===== src/rtl/clk_div_pkg.sv =====
// Shared types and helpers for the physical clock-divider generator:
// FSM state encoding, default ratio width and the ratio clamp.
package clk_div_pkg;

  typedef enum logic [1:0] {
    ST_RESET = 2'd0,
    ST_ALIGN = 2'd1,
    ST_RUN   = 2'd2,
    ST_DRAIN = 2'd3
  } state_t;

  localparam int unsigned DIV_W_DEF = 4;

  // A ratio of zero behaves as divide-by-one.
  function automatic logic [31:0] clamp_ratio(input logic [31:0] ratio);
    return (ratio == '0) ? 32'd1 : ratio;
  endfunction

endpackage


===== src/rtl/clk_div_channel.sv =====
// One divider channel: period counter, clock-enable strobe, duty output and drain park/done.
// The duty output exists only when PHYSICAL_CLK_DIV_DUTY_OUT_EN is defined; otherwise it is tied low.
module clk_div_channel
  import clk_div_pkg::*;
#(
  parameter int unsigned DIV_W = DIV_W_DEF
) (
  input  logic             clk,
  input  logic             rst,
  input  state_t           state,
  input  state_t           state_nxt,
  input  logic [DIV_W-1:0] ratio,
  output logic             ce,
  output logic             clk_div,
  output logic             done
);

  logic [DIV_W-1:0] cnt;
  logic [DIV_W-1:0] cnt_d;
  logic             ce_d;
  logic             done_d;
  logic             terminal;

  assign terminal = (cnt == ratio - DIV_W'(1));

  // Outputs are registered from the upcoming state so they line up with cnt.
  always_comb begin
    cnt_d  = '0;
    ce_d   = 1'b0;
    done_d = 1'b0;
    case (state_nxt)
      ST_RUN: begin
        if (state == ST_RUN) begin
          cnt_d = terminal ? '0 : cnt + DIV_W'(1);
          ce_d  = terminal;
        end else begin
          ce_d  = (ratio == DIV_W'(1));
        end
      end
      ST_DRAIN: begin
        if (done || terminal) done_d = 1'b1;
        else                  cnt_d  = cnt + DIV_W'(1);
      end
      default: ;
    endcase
  end

  always_ff @(posedge clk) begin
    if (rst) begin
      cnt  <= '0;
      ce   <= 1'b0;
      done <= 1'b0;
    end else begin
      cnt  <= cnt_d;
      ce   <= ce_d;
      done <= done_d;
    end
  end

`ifdef PHYSICAL_CLK_DIV_DUTY_OUT_EN
  logic [DIV_W:0] half;
  logic           hi_d;

  assign half = ({1'b0, ratio} + (DIV_W+1)'(1)) >> 1;

  always_comb begin
    hi_d = 1'b0;
    if (state_nxt == ST_RUN || (state_nxt == ST_DRAIN && !done_d))
      hi_d = ({1'b0, cnt_d} < half);
  end

  always_ff @(posedge clk) begin
    if (rst) clk_div <= 1'b0;
    else     clk_div <= hi_d;
  end
`else
  assign clk_div = 1'b0;
`endif

endmodule


===== src/rtl/physical_clk_div_gen.sv =====
// Multi-channel clock divider with shadowed ratio reload, drain-to-park and phase realignment.
// Optional duty-cycle outputs are enabled by defining PHYSICAL_CLK_DIV_DUTY_OUT_EN.
module physical_clk_div_gen
  import clk_div_pkg::*;
#(
  parameter int unsigned                N_CH     = 3,
  parameter int unsigned                DIV_W    = DIV_W_DEF,
  parameter logic [N_CH*DIV_W-1:0]      DIV_INIT = 12'h153
) (
  input  logic                  i_clk,
  input  logic                  i_rst,
  input  logic [N_CH*DIV_W-1:0] i_div,
  input  logic                  i_div_load,
  input  logic                  i_sync,
  output logic [N_CH-1:0]       o_ce,
  output logic [N_CH-1:0]       o_clk_div,
  output logic                  o_ready
);

  state_t          state;
  state_t          state_nxt;
  logic [N_CH-1:0] done;
  logic            all_done;
  logic            drain_exit;

  assign all_done   = &done;
  assign drain_exit = (state == ST_DRAIN) && all_done;
  assign o_ready    = (state == ST_RUN);

  // A load in RUN wins over a simultaneous sync; the sync is simply dropped.
  always_comb begin
    state_nxt = state;
    case (state)
      ST_RESET: state_nxt = ST_ALIGN;
      ST_ALIGN: state_nxt = ST_RUN;
      ST_RUN: begin
        if (i_div_load)  state_nxt = ST_DRAIN;
        else if (i_sync) state_nxt = ST_ALIGN;
      end
      ST_DRAIN: if (all_done) state_nxt = ST_ALIGN;
      default:  state_nxt = ST_RESET;
    endcase
  end

  always_ff @(posedge i_clk) begin
    if (i_rst) state <= ST_RESET;
    else       state <= state_nxt;
  end

  for (genvar g = 0; g < N_CH; g++) begin : g_ch
    logic [DIV_W-1:0] init_ratio;
    logic [DIV_W-1:0] req_ratio;
    logic [DIV_W-1:0] active;
    logic [DIV_W-1:0] shadow;

    assign init_ratio = DIV_W'(clamp_ratio(32'(DIV_INIT[g*DIV_W +: DIV_W])));
    assign req_ratio  = DIV_W'(clamp_ratio(32'(i_div[g*DIV_W +: DIV_W])));

    // Active takes the pre-edge shadow on drain exit; a same-cycle load only refreshes shadow.
    always_ff @(posedge i_clk) begin
      if (i_rst) begin
        active <= init_ratio;
        shadow <= init_ratio;
      end else begin
        if (drain_exit) active <= shadow;
        if (i_div_load) shadow <= req_ratio;
      end
    end

    clk_div_channel #(
      .DIV_W(DIV_W)
    ) u_ch (
      .clk       (i_clk),
      .rst       (i_rst),
      .state     (state),
      .state_nxt (state_nxt),
      .ratio     (active),
      .ce        (o_ce[g]),
      .clk_div   (o_clk_div[g]),
      .done      (done[g])
    );
  end

endmodule


===== config.mk =====
export PLATFORM = sky130hd
export DESIGN_NAME = physical_clk_div_gen
export DESIGN_NICKNAME = d
export VERILOG_FILES = /design/src/rtl/clk_div_pkg.sv /design/src/rtl/clk_div_channel.sv /design/src/rtl/physical_clk_div_gen.sv
export SDC_FILE = /design/constraint.sdc
export NUM_CORES = 1
export LEC_CHECK = 0
export CAP_MARGIN = 0
export CORE_MARGIN = 2
export CORE_UTILIZATION = 35
export CTS_CLUSTER_DIAMETER = 100
export DETAILED_ROUTE_END_ITERATION = 8
export GPL_TIMING_DRIVEN = 0
export PLACE_DENSITY_LB_ADDON = 0.3
export SLEW_MARGIN = 20
export SYNTH_ARGS = -nofsm -noshare
export SYNTH_HDL_FRONTEND = slang
export SYNTH_SLANG_ARGS = --single-unit
export TNS_END_PERCENT = 100

===== constraint.sdc =====
create_clock -name i_clk -period 3.45 [get_ports i_clk]
set_input_delay 0.345 -clock i_clk [delete_from_list [all_inputs] [get_ports i_clk]]
set_output_delay 0.345 -clock i_clk [all_outputs]
set_load 0.1 [all_outputs]

==> flow_summary.ini <==
[status]
status = completed

[hold_path]
hold_class = reg2reg

[global_route]
grt_start_max_net_pins = 14
grt_pass1_wl_um = 6299
grt_util_all_layers_pct = 12.85
antenna_found_initial = 0
grt_pass1_vias = 1389
grt-ovfl-total = 0

[pwr]
p_seq_share_pct = 49.0
p_per_area_nw_per_um2 = 444.6
power_frac_comb_pct = 9.3
net-switching-power_uw = 237.6
switching_share_pct = 21.88
p_leak_uw = 0.0009194
vdd_drop_max_mv = 0.2260
intPower_uw = 848.4
p_clk_share_pct = 41.7

[detailed_routing]
ant_nets = 0
drc = 0
drtIter0Drc = 54
via_per_inst = 4.530
wl_per_cell_um = 11.36
drtPass1Iterations = 4
totalWireLength_um = 3557
via_count = 1418

[timing]
final_hold_viol_count = 0
maxSlewViolCount = 0
fin_ws_ns = 1.041
tightest_slew_ns = 0.9653
period_needed_ns = 2.409
setup_viol = 0
clock.fmax_mhz = 415.1
tns_ns = 0
clock_skew_ns = 0.006343
timing.final.crit_share_pct = 69.83
rsz0062_at_grt = false
slew_headroom_pct = 35.45

[floorplan]
initial_core_util_pct = 36.56
rows = 27
die-width_um = 80.08
core-area_um2 = 5540
die_y_um = 80.08
dieArea_um2 = 6412
io_pins = 23

[cts]
cts_buffers = 5
cts_htree_levels = 2
postCtsHoldBufs = 0
clkTransAtPathRegs_ns = 0.08
clockBufferDepth = 2
cts_tree = done
clock-sinks = 44
cts_resized = 0
insertion_delay_ns = 0.29
root_buffer = clkbuf_8
postCtsSetupBuffers = 0

[worst_setup_path]
crit_required_ns = 3.11
worstSetupPathType = reg2out
cp-end-kind = output pin
crit_fanout = 6
cp.arrival_ns = 2.06
worstSetupStartpointType = flop

[logic_synthesis]
ys_ff_latch = 44
ys_warn_count = 0
synth-seq-area-share_pct = 43.48
synth_cell_type_count = 29
syn-cell-area_um2 = 2026
synthCells = 213
synth.avg_cell_area_um2 = 9.510

[cells_and_area]
fillers = 565
drive_above_1_share_pct = 11.20
area_delta_synth_final_pct = 20.57
layout.cells.non_filler = 313
fin_nets = 266
diodes = 0
final_cell_mix = dfxtp_1, nor2_1, xnor2_1, nand2_1, clkdlybuf4s50_1
final_common_cell = dfxtp_1

[placement]
place_inst = 306
io_buffers = 19
dp_hpwl_um = 2702
place_ws_ns = 1.360
gp_routability_congestion = 0.7166

[job]
maxCapViolations = 0
## cell type report
class / instances / area [um2] / share of cell area [%]
Clock buffer: 5 / 68.82 / 2.818
Clock inverter: 2 / 60.06 / 2.459
Timing Repair Buffer: 19 / 190.2 / 7.787
Buffer: 13 / 82.58 / 3.381
Tap cell: 72 / 90.09 / 3.689
Sequential cell: 44 / 880.8 / 36.07
Multi-Input combinational cell: 152 / 1047 / 42.88
Inverter: 6 / 22.52 / 0.9221
## state kept, by name (all words and copies together) (netlist names)
name and flops:
g_ch.active 12, g_ch.shadow 12, g_ch.u_ch.cnt 12, g_ch.u_ch.ce 3, g_ch.u_ch.done 3, state 2
## metrics by stage
step	util [%]	cell area, um2	power (uW)	hold WS (ns)
floorplan	-	2033	611.6	0.4273
global placement	41.76	2313	644.6	0.4418
detailed placement	41.76	2313	645.6	0.4464
CTS	44.08	2442	1102	0.4659
global route	44.08	2442	1134	0.4888
finish	44.08	2442	1086	0.4609
## synthesized netlist by cell type, drive strengths merged
master	number	area share, %
or2	4	1.2
nand2b	1	0.31
nor3	16	4.7
and4	1	0.43
mux2i	7	3.5
o21a	3	1.1
xnor2	21	9.1
conb	1	0.19
a21oi	12	3.0
nand3	3	0.74
ha	9	5.6
a32o	3	1.5
buf	10	3.5
nand3b	1	0.37
xor2	3	1.3
nor3b	5	1.9
clkbuf	3	0.56
and2	2	0.62
nand2	19	3.5
nor4	4	3.5
dfxtp	44	43
a211o	7	3.0
nor2	22	4.1
nor2b	6	1.9
inv	6	1.1
## critical path: stages (launching register included)
cell and delay (ns):
dfxtp_1 0.43, nor2b_1 0.19, clkdlybuf4s50_1 1.15
## per-layer routing
layer  global-route usage [%]  vias to the layer above  share of wire (%)
li1                         -                      766                  -
met4                    5.593                        0                1.2
met5                        0                        -                  0
met1                    16.16                      618                 49
met3                    3.708                        2                5.3
met2                    20.42                       32                 44
## cells by family (layout without fill, tap and decap cells)
logic type	after synthesis	after routing	share of synthesized area, %
AND/OR/NAND/NOR	84	84	23.16
flip-flops	44	44	43.48
AO/OA/AOI/OAI	25	25	8.586
XOR/XNOR	24	24	10.38
buffers and inverters	19	45	5.188
adder cells (fa/ha/maj)	9	9	5.559
multiplexers	7	7	3.459
other	1	3	0.1851
## final timing paths
path	to	start	cells after the start	slack [ns]
max reg2reg	g_ch[1].u_ch.ce$_SDFF_PP0_	g_ch[1].active[0]$_SDFFE_PP1P_	6	1.76
min	g_ch[2].active[2]$_SDFFE_PP0P_	g_ch[2].shadow[2]$_SDFFE_PP0P_	2	0.46
min reg2reg	g_ch[2].active[2]$_SDFFE_PP0P_	g_ch[2].shadow[2]$_SDFFE_PP0P_	2	0.46
max	o_ready	state[1]$_SDFF_PP0_	2	1.04
## power by group through the flow
stage	combinational, uW	sequential [uW]	clock, uW
after floorplan	71.4	540	0
after global placement	101	543	0
after detailed placement	102	544	0
after CTS	102	532	468
after global routing	109	534	490
final	101	532	453
No activity file was read; power rests on OpenSTA's default activity.
